[config.mk]
export PLATFORM = sky130hd
export DESIGN_NAME = freq_meter_flat
export DESIGN_NICKNAME = d
export VERILOG_FILES = /design/src/rtl/freq_meter_pkg.sv /design/src/rtl/freq_meter_if.sv /design/src/rtl/freq_meter_sig_sync.sv /design/src/rtl/freq_meter.sv /design/src/flat_wrapper.sv
export SDC_FILE = /design/constraint.sdc
export NUM_CORES = 1
export LEC_CHECK = 0
export CORE_ASPECT_RATIO = 2
export CORE_MARGIN = 1
export CORE_UTILIZATION = 59
export CTS_BUF_LIST = sky130_fd_sc_hd__clkbuf_8 sky130_fd_sc_hd__clkbuf_16
export CTS_CLUSTER_DIAMETER = 200
export CTS_CLUSTER_SIZE = 30
export DETAILED_ROUTE_END_ITERATION = 8
export GPL_ROUTABILITY_DRIVEN = 0
export PLACE_DENSITY = 0.8
export SYNTH_ARGS = -nofsm -noshare
export SYNTH_HDL_FRONTEND = slang
export SYNTH_SLANG_ARGS = --single-unit
export TNS_END_PERCENT = 5
[constraint.sdc]
create_clock -name i_clk -period 4.1 [get_ports i_clk]
set_input_delay 0.82 -clock i_clk [delete_from_list [all_inputs] [get_ports i_clk]]
set_output_delay 0.82 -clock i_clk [all_outputs]
set_load 0.01 [all_outputs]
[src/rtl/freq_meter_pkg.sv]
// Shared state encoding and default sizing for the frequency meter.
package freq_meter_pkg;

  typedef enum logic [1:0] {
    IDLE = 2'd0,
    GATE = 2'd1,
    DONE = 2'd2
  } state_t;

  localparam int DEF_GATE_CYCLES = 50000000;
  localparam int DEF_CNT_W       = 32;

endpackage

[src/rtl/freq_meter_if.sv]
// Control and result bundle of the frequency meter.
interface freq_meter_if
  import freq_meter_pkg::*;
#(
  parameter int CNT_W = DEF_CNT_W
);
  logic             i_sig;
  logic             i_en;
  logic [CNT_W-1:0] o_freq;
  logic             o_valid;
  logic             o_ovf;
  logic             o_busy;

  modport master (output i_sig, i_en, input o_freq, o_valid, o_ovf, o_busy);
  modport slave  (input i_sig, i_en, output o_freq, o_valid, o_ovf, o_busy);
endinterface

[src/rtl/freq_meter_sig_sync.sv]
// Synchronizer chain for an asynchronous input followed by a rising-edge pulse.
module sig_sync #(
  parameter int STAGES = 2
) (
  input  logic i_clk,
  input  logic i_rst,
  input  logic i_sig,
  output logic o_pulse
);
  logic [STAGES-1:0] r_sync;
  logic              r_prev;

  always_ff @(posedge i_clk or posedge i_rst) begin
    if (i_rst) r_sync[0] <= 1'b0;
    else       r_sync[0] <= i_sig;
  end

  for (genvar gi = 1; gi < STAGES; gi++) begin : g_stage
    always_ff @(posedge i_clk or posedge i_rst) begin
      if (i_rst) r_sync[gi] <= 1'b0;
      else       r_sync[gi] <= r_sync[gi-1];
    end
  end

  always_ff @(posedge i_clk or posedge i_rst) begin
    if (i_rst) r_prev <= 1'b0;
    else       r_prev <= r_sync[STAGES-1];
  end

  assign o_pulse = r_sync[STAGES-1] & ~r_prev;
endmodule

[src/rtl/freq_meter.sv]
// Gated edge counter: counts rising edges of an asynchronous signal over a
// fixed window of clock cycles and publishes the count once per window.
module freq_meter
  import freq_meter_pkg::*;
#(
  parameter int GATE_CYCLES = DEF_GATE_CYCLES,
  parameter int CNT_W       = DEF_CNT_W
) (
  input  logic         i_clk,
  input  logic         i_rst,
  freq_meter_if.slave  bus
);
  localparam int GW = (GATE_CYCLES > 1) ? $clog2(GATE_CYCLES) : 1;
  localparam logic [GW-1:0] GATE_LAST = GW'(GATE_CYCLES - 1);

  state_t           r_state;
  logic [GW-1:0]    r_gate_cnt;
  logic [CNT_W-1:0] r_edge_cnt;
  logic             r_ovf_flag;
  logic [CNT_W-1:0] r_freq;
  logic             r_valid;
  logic             r_ovf;
  logic             r_busy;
  logic             w_pulse;
  logic [CNT_W-1:0] w_edge_next;
  logic             w_ovf_next;

  sig_sync #(.STAGES(2)) u_sig_sync (
    .i_clk   (i_clk),
    .i_rst   (i_rst),
    .i_sig   (bus.i_sig),
    .o_pulse (w_pulse)
  );

  // Saturating increment; the flag records that an edge was lost.
  always_comb begin
    w_edge_next = r_edge_cnt;
    w_ovf_next  = r_ovf_flag;
    if (w_pulse) begin
      if (&r_edge_cnt) w_ovf_next  = 1'b1;
      else             w_edge_next = r_edge_cnt + 1'b1;
    end
  end

  always_ff @(posedge i_clk or posedge i_rst) begin
    if (i_rst) begin
      r_state    <= IDLE;
      r_gate_cnt <= '0;
      r_edge_cnt <= '0;
      r_ovf_flag <= 1'b0;
      r_freq     <= '0;
      r_valid    <= 1'b0;
      r_ovf      <= 1'b0;
      r_busy     <= 1'b0;
    end else begin
      r_valid <= 1'b0;
      case (r_state)
        IDLE: begin
          if (bus.i_en) begin
            r_state    <= GATE;
            r_gate_cnt <= '0;
            r_edge_cnt <= '0;
            r_ovf_flag <= 1'b0;
            r_busy     <= 1'b1;
          end
        end
        GATE: begin
          if (!bus.i_en) begin
            r_state <= IDLE;
            r_busy  <= 1'b0;
          end else begin
            r_edge_cnt <= w_edge_next;
            r_ovf_flag <= w_ovf_next;
            // Result registers load on the edge into DONE so they are seen during DONE.
            if (r_gate_cnt == GATE_LAST) begin
              r_state <= DONE;
              r_busy  <= 1'b0;
              r_freq  <= w_edge_next;
              r_ovf   <= w_ovf_next;
              r_valid <= 1'b1;
            end else begin
              r_gate_cnt <= r_gate_cnt + 1'b1;
            end
          end
        end
        DONE: begin
          if (bus.i_en) begin
            r_state    <= GATE;
            r_gate_cnt <= '0;
            r_edge_cnt <= '0;
            r_ovf_flag <= 1'b0;
            r_busy     <= 1'b1;
          end else begin
            r_state <= IDLE;
          end
        end
        default: begin
          r_state <= IDLE;
          r_busy  <= 1'b0;
        end
      endcase
    end
  end

  assign bus.o_freq  = r_freq;
  assign bus.o_valid = r_valid;
  assign bus.o_ovf   = r_ovf;
  assign bus.o_busy  = r_busy;
endmodule

[src/flat_wrapper.sv]
// flat-port wrapper written by rule: the top's interface ports become plain ports
module freq_meter_flat import freq_meter_pkg::*;
#(
  parameter int GATE_CYCLES = DEF_GATE_CYCLES,
  parameter int CNT_W       = DEF_CNT_W
)
  (i_clk, i_rst, bus_i_sig, bus_i_en, bus_o_freq, bus_o_valid, bus_o_ovf, bus_o_busy);
  freq_meter_if #(.CNT_W(CNT_W)) bus_i ();
  input  logic i_clk;
  input  logic i_rst;
  input wire logic [$bits(bus_i.i_sig)-1:0] bus_i_sig;
  input wire logic [$bits(bus_i.i_en)-1:0] bus_i_en;
  output wire logic [$bits(bus_i.o_freq)-1:0] bus_o_freq;
  output wire logic [$bits(bus_i.o_valid)-1:0] bus_o_valid;
  output wire logic [$bits(bus_i.o_ovf)-1:0] bus_o_ovf;
  output wire logic [$bits(bus_i.o_busy)-1:0] bus_o_busy;
  assign bus_i.i_sig = bus_i_sig;
  assign bus_i.i_en = bus_i_en;
  assign bus_o_freq = bus_i.o_freq;
  assign bus_o_valid = bus_i.o_valid;
  assign bus_o_ovf = bus_i.o_ovf;
  assign bus_o_busy = bus_i.o_busy;
  freq_meter #(.GATE_CYCLES(GATE_CYCLES), .CNT_W(CNT_W)) u_core (.i_clk(i_clk), .i_rst(i_rst), .bus(bus_i));
endmodule
# == Word-level counts from Yosys, hierarchy flattened ==
# Index checks and enable logic that the tools add are counted.
# Widths: inputs -> output; s select.
# totals
reg_bits,99
in_bits,4
out_inout_bits,35
word_cells,58
# classes
n_addsub,2
eq_ne,8
mux,26
bitwise,2
n_reduce_logical,9
# ops
operator,count
$mux 32,4
$mux 26,3
$pmux 32 s2,1
$pmux 26 s2,1
$add 32x1->32 const B,1
$reduce_and 32->1,1
$add 26x1->26 const B,1
$eq 26x26->1 const B,1
$mux 1,11
$mux 2,3
$ne 2x2->1 const B,3
$pmux 2 s3,1
$reduce_and 3->1,2
$pmux 1 s2,2
$reduce_and 2->1,2
$reduce_and 4->1,1
$ne 3x2->1 const B,1
$eq 2x1->1 const B,1
$eq 2x2->1 const B,1
$logic_not 2->1,1
$ne 2x1->1 const B,1
$reduce_bool 2->1,1
$reduce_or 2->1,1
$and 1x1->1,1
$not 1->1,1

# == Depth between registers and ports, before layout ==
# Gate-level depths: netlist (run 1).
# depth
depth_word,5
ltp_mapped,9
ltp_nobuf,7

# == Cells and area by module ==
# Synthesis (run 1) repeated with hierarchy kept, for this count alone.
# unflattened
hier_cells,579
area_unflattened_um2,5307.6
# modules_own_cells
module,instances,cells_per_inst,area_per_inst_um2,seq_area_each_um2
freq_meter,1,574,5215.0,2402.3
sig_sync,1,5,92.6,75.1

# == Worst setup path after synthesis (run 1) ==
# No wires, ideal clock.
# synth_path
kind,input -> register
startpoint,input port bus_i_en
endpoint,"register u_core.r_freq[12], in the netlist u_core.bus.o_freq[12]"
setup_time_ns,0.136
t_arrival_ns,2.205
t_required_ns,3.964
path_slack_ns,1.759
cell_stages,8
n_path_buf,3
path_cell_list,nor2b_1 > buf_2 > nand2_1 > or4_1 > clkbuf_1 > clkbuf_1 > nand2_1 > o21ai_0
# synth_via
elab_chain_len,1
# synth_lines
element,line_no,text
"start, declared",flat_wrapper.sv:12,input wire logic [$bits(bus_i.i_en)-1:0] bus_i_en;
$reduce_and 3->1 (no source line),--,
"end signal, assigned",freq_meter.sv:78,r_freq <= w_edge_next;
"end, declared",freq_meter.sv:20,logic [CNT_W-1:0] r_freq;
# Every way passes these cells.
# A chain may end at the register's enable or synchronous reset.

# == Worst setup path in the final report (run 1) ==
# layout_path
startpoint,input port bus_i_en
endpoint,"register u_core.r_freq[0], in the netlist u_core.bus.o_freq[0]"
# The elaborated chain is that of the path after synthesis.

==> results of run 1 <==
[layout make-up]
class / count / share of cell area [%]
clock inverters: 3 / 0.255
well taps: 100 / 2.13
multi-input cells: 409 / 42.9
inverters: 9 / 0.617
repair buffers: 46 / 7.49
flip-flops and latches: 99 / 42.1
clock buffers: 12 / 4.53
[through the flow]
stage	area (um2)	total power, uW	hold WS [ns]	util, %	cells
global placement	5600	1100	0.336	65.2	663
detailed placement	5600	1100	0.337	65.2	663
CTS	5880	1900	0.350	68.5	678
floorplan	5180	1070	0.331	-	550
global route	5880	1950	0.365	68.5	678
finish	5880	1880	0.347	68.5	678
[state kept, by name (all words and copies together), names as in the netlist, 2 cells and up]
name / count
u_core.bus.o_freq: 32
u_core.r_gate_cnt: 26
u_core.r_state: 2
u_core.u_sig_sync.r_sync: 2
u_core.r_edge_cnt: 32
[final timing paths]
path,cells after the start,end,slack [ns]
min in group asynchronous,2,u_core.bus.o_freq[4],0.97
worst max register to register,5,u_core.bus.o_freq[0],1.54
worst min-delay path,0,u_core.u_sig_sync.r_sync[1],0.35
worst max-delay path,7,u_core.bus.o_freq[0],1.19
max in group asynchronous,3,u_core.r_gate_cnt[2],2.35
worst min register to register,0,u_core.u_sig_sync.r_sync[1],0.35
[routing by layer]
layer / vias up / wire length (um) / GRT usage (%)
met1: 2069 / 4500 / 32.5
met4: 0 / 442 / 15.9
li1: 2006 / - / -
met3: 38 / 514 / 6.00
met5: - / 0 / 0
met2: 147 / 6680 / 50.3
[critical path, cell delays in order]
cell and delay, ns:
clkdlybuf4s50_1 0.48, nor2b_1 0.13, buf_4 0.17, nand2_1 0.08, or4_1 1.05, nand2_1 0.24
o21ai_0 0.13
[kinds of logic after synthesis]
family	count (synthesis)	synth area share, %
flops	99	47.8
mux	2	0.410
buf+inv	42	3.62
compound gates	116	13.0
xor+xnor	52	8.78
simple gates	237	25.9
fa+ha+maj	2	0.483
[cell usage in the layout, fill, tap and decap left out, types with 5 or more instances in the layout]
master / n
and3_1: 7
a31oi_1: 14
a21o_1: 6
inv_1: 10
dfrtp_1: 99
and4_1: 10
nor4_1: 8
nor2_1: 41
nand2b_1: 7
buf_4: 8
o31ai_1: 5
nand4_1: 24
a21oi_1: 19
o21ai_1: 20
nand3_1: 23
or3_1: 5
clkbuf_16: 9
xor2_1: 16
clkdlybuf4s50_1: 38
nor3_1: 13
a22o_1: 6
xnor2_1: 36
nand2_1: 64
o21ai_0: 41
and2_1: 7
[power by group through the flow]
stage / Clock, uW / Sequential [uW] / Combinational (uW)
2_1_floorplan: 0 / 1010 / 61.2
3_3_place_gp: 0 / 1010 / 86.8
3_5_place_dp: 0 / 1010 / 89.8
4_1_cts: 815 / 996 / 89.9
5_1_grt: 857 / 996 / 100
6_report: 797 / 996 / 88.8
==> key figures, run 1 <==
Timing
  – Worst Clk Skew: 0.00782 ns
  – RSZ-0062 raised after global routing: no
  – Worst-Margin Slew: 1.15 ns
  – # setup viols final: 0
  – Max-slew headroom: 23.2%
  – Fmax: 0.343 GHz
  – Setup ws final: 1.19 ns
  – Final hold vios: 0
  – Slew Limit Fails: 0
  – Final period util: 71.0%
  – Crit path time final: 2.91 ns
  – Setup_tns: 0 ns

Synth
  – Synth cell types: 55
  – Synth area leaders: dfrtp_1 (48%), xnor2_1 (6.1%), nand2_1 (4.6%)
  – FF+latch count, synth: 99
  – Total of warnings raised by yosys: 0
  – Mapped cell area: 5180 um2
  – Top cells by count, synth: dfrtp_1 (99), nand2_1 (64), nor2_1 (41), o21ai_0 (41), xnor2_1 (36)
  – Post-synth top area cell: dfrtp_1
  – Count leader, synth: dfrtp_1
  – Post-synth top flop: dfrtp_1
  – Seq/Total Area, Yosys: 47.8%
  – Syn Nets: 556
  – Asr flop ratio synth: 100%
  – Synth Area per Inst: 9.43 um2
  – Gate Count Post-Synth: 550
  – Share of the synthesized area in the top cell type: 47.8%
  – Number of flops mapped to enable cells by yosys: 0

Clock network
  – TritonCTS clock tree: built
  – Max Root-Sink Buffers: 2
  – Worst-skew pair later-pin latency: 0.35 ns
  – Root buffer cell: clkbuf_16
  – Hold_buf cts: 0
  – H-tree levels: 3
  – TritonCTS Buffers: 9
  – Post-CTS sizing: 0
  – Post-CTS setup buffer count: 0
  – Worst-path clk slew: 0.06 ns
  – Clock sinks: 99

Power
  – Comb power frac: 4.7%
  – Switching share of power: 22.2%
  – Pwr dens: 320 nW/um2
  – Seq pwr share: 52.9%
  – Switching power: 417 uW
  – Cell-internal power: 1460 uW
  – Clock power share: 42.4%
  – Leakage: 0.00240 uW
  – Maximum VDD drop: 238 uV

Detailed routing
  – Antenna viol nets, final: 0
  – Vias: 4,260
  – Via/cell ratio: 6.28
  – WL per Instance: 17.9 um
  – Routed WL: 12,100 um
  – DR iter-0 viols: 399
  – DRC: 0
  – Drt pass-1 iters: 6

Floorplanning
  – Chip width: 68.3 um
  – Die height: 135 um
  – Num ports: 39
  – Row count: 48
  – CORE AREA: 8590 um2
  – Die area: 9190 um2
  – Initial Util: 60.4%

Final layout
  – Register area: 2480 um2
  – Area growth syn-to-layout: 13.4%
  – Layout cells sized above 1: 7.61%
  – Nets: 580
  – Multi-input gate area: 2520 um2
  – ANT cells: 0
  – Layout fillers: 714

Worst setup path
  – CP endpoint kind: flop
  – Crit path from: bus_i_en
  – Worst path arrival time: 3.11 ns
  – Type of origin of the critical path: input pin
  – Crit-path max FO: 34
  – WP data required: 4.30 ns
  – WS Path Type: in -> reg
  – RR Startpoint: u_core.r_gate_cnt[0]

Global routing
  – GRT Util Overall: 29.4%
  – Vias in the first global route: 4,063
  – Pin count of the biggest net entering global routing: 65
  – Initial antenna violation count: 0
  – First-pass GRT wire length: 19,900 um
  – GR Overflow Total: 0

Placed design
  – Hpwl dp: 8410 um
  – Setup WS pre-CTS: 0.847 ns
  – PortBufs: 38

Worst hold path
  – Worst hold path class: reg -> reg
  – HP Start: u_core.u_sig_sync.r_sync[0]

Status
  – Status: complete, no violations

Run
  – Max-cap viol count: 0
Power figures use the tool's default switching activity.
==> run 2: changes to the inputs <==
- clock period: 4.1 -> 2.89 ns (I/O delays scaled with it)
==> key figures, run 2 (same netlist as run 1, synthesis figures left out) <==
Worst setup path
  – Critical path's largest stage delay: 0.66 ns
  – Crit-path cells: nand4_4 -> nor4_1 -> or3_1 -> nor2_2 -> o21ai_0 -> a22o_1
  – CP endpoint kind: flop
  – WS Path Type: reg -> reg
  – RR Startpoint: u_core.r_edge_cnt[16]
  – Worst path arrival time: 2.75 ns
  – Critical-path top delay cell: nor4_1
  – FF-to-FF End: u_core.r_edge_cnt[18]
  – Crit-path max FO: 8
  – Type of origin of the critical path: flop
  – Flop2flop setup slack: 0.43 ns
  – Reg2reg path depth: 6
  – WP data required: 3.18 ns

Detailed routing
  – Routed WL: 12,500 um
  – Vias: 4,276
  – Drt pass-1 iters: 5
  – DR iter-0 viols: 290
  – DRC: 0
  – Via/cell ratio: 6.25
  – WL per Instance: 18.2 um
  – Antenna viol nets, final: 0

Global routing
  – First-pass GRT wire length: 20,200 um
  – GRT Util Overall: 29.8%
  – GR Overflow Total: 0
  – Vias in the first global route: 4,129
  – Pin count of the biggest net entering global routing: 80
  – Initial antenna violation count: 0

Floorplanning
  – Initial Util: 60.4%
  – Chip width: 68.3 um
  – Die height: 135 um
  – Die area: 9190 um2
  – CORE AREA: 8590 um2
  – Row count: 48
  – Num ports: 39

Placed design
  – Hpwl dp: 8460 um
  – # placed instances: 668
  – PortBufs: 38

Clock network
  – Hold_buf cts: 0
  – Post-CTS sizing: 0
  – Max Root-Sink Buffers: 2
  – Worst-skew pair later-pin latency: 0.35 ns
  – Worst-path clk slew: 0.07 ns
  – Clock sinks: 99
  – TritonCTS clock tree: built
  – Root buffer cell: clkbuf_16
  – TritonCTS Buffers: 9
  – H-tree levels: 3
  – Post-CTS setup buffer count: 0

Worst hold path
  – Worst hold path class: reg -> reg
  – HP Start: u_core.u_sig_sync.r_sync[0]
  – WHS Endpoint: u_core.u_sig_sync.r_sync[1]
  – WHS Path Cells: 0

Power
  – Switching share of power: 21.1%
  – Comb power frac: 4.3%
  – Pwr dens: 498 nW/um2
  – Clock power share: 48.6%
  – Switching power: 633 uW
  – Cell-internal power: 2370 uW
  – Leakage: 0.00247 uW
  – Seq pwr share: 47.1%
  – Maximum VDD drop: 379 uV

Final layout
  – Nets: 585
  – Commonest cells after routing, fill and taps aside: dfrtp_1 (99), nand2_1 (64), nor2_1 (41), o21ai_0 (41), clkdlybuf4s50_1 (38)
  – Multi-input gate area: 2520 um2
  – Register area: 2480 um2
  – Most common cell after layout, fill and taps aside: dfrtp_1
  – ANT cells: 0
  – Area growth syn-to-layout: 16.3%
  – Layout fillers: 668
  – Final Non-Filler Cells: 684
  – Layout cells sized above 1: 8.90%

Run
  – Max-cap viol count: 0

Timing
  – # setup viols final: 0
  – Final period util: 85.1%
  – Max-slew headroom: 51.0%
  – Slew Limit Fails: 0
  – Worst-Margin Slew: 0.729 ns
  – Final hold vios: 0
  – Setup_tns: 0 ns
  – Fmax: 0.406 GHz
  – Crit path time final: 2.46 ns
  – Worst Clk Skew: 0.00656 ns
  – RSZ-0062 raised after global routing: no

Status
  – Status: complete, no violations
[run 2: layer usage]
layer  part of all wire (%)  track usage, %  vias up
met5                      0               0        -
met4                    3.7            15.7        0
met3                    4.2            5.57       43
met2                     55            51.4      153
met1                     37            33.2     2073
li1                       -               -     2007
[run 2: power by group through the flow]
stage          logic, uW  clock network [uW]  registers, uW
2_1_floorplan       87.1                   0           1440
3_3_place_gp         128                   0           1440
3_5_place_dp         130                   0           1440
4_1_cts              131                1470           1410
5_1_grt              145                1520           1410
6_report             130                1460           1410
[run 2: critical path, delay by kind of cell, from the launching register on]
| kind | cells | cell delay (ns) |
|---|---|---|
| AND/OR/NAND/NOR | 4 | 1.48 |
| flip-flops | 1 | 0.53 |
| AO/OA/AOI/OAI | 2 | 0.38 |
[run 2: through the flow]
| stage | setup WS (ns) | hold WS, ns | cell area, um2 | util [%] | total power, uW |
|---|---|---|---|---|---|
| floorplan | 0.791 | 0.331 | 5190 | - | 1520 |
| global placement | 0.496 | 0.346 | 5660 | 65.9 | 1560 |
| detailed placement | 0.444 | 0.341 | 5660 | 65.9 | 1570 |
| CTS | 0.493 | 0.356 | 6030 | 70.2 | 3020 |
| global route | 0.299 | 0.371 | 6030 | 70.2 | 3080 |
| finish | 0.430 | 0.350 | 6030 | 70.2 | 3000 |
[run 2: cell type report]
cell class | count | area share [%]
Clock buffer | 9 | 3.74
Clock inverter | 7 | 2.32
Inverter | 9 | 0.623
Multi-Input combinational cell | 409 | 41.8
Sequential cell | 99 | 41.1
Tap cell | 100 | 2.08
Timing Repair Buffer | 51 | 8.34
[run 2: worst max path at each step]
stage / startpoint / end / slack (ns) / depth (start not counted)
global route: u_core.r_edge_cnt[16] / u_core.r_edge_cnt[18] / 0.30 / 6
global placement: bus_i_en / u_core.bus.o_freq[11] / 0.50 / 7
finish: u_core.r_edge_cnt[16] / u_core.r_edge_cnt[18] / 0.43 / 6
detailed placement: bus_i_en / u_core.bus.o_freq[4] / 0.44 / 7
floorplan: bus_i_en / u_core.bus.o_freq[12] / 0.79 / 8
CTS: u_core.r_edge_cnt[16] / u_core.r_edge_cnt[18] / 0.49 / 6
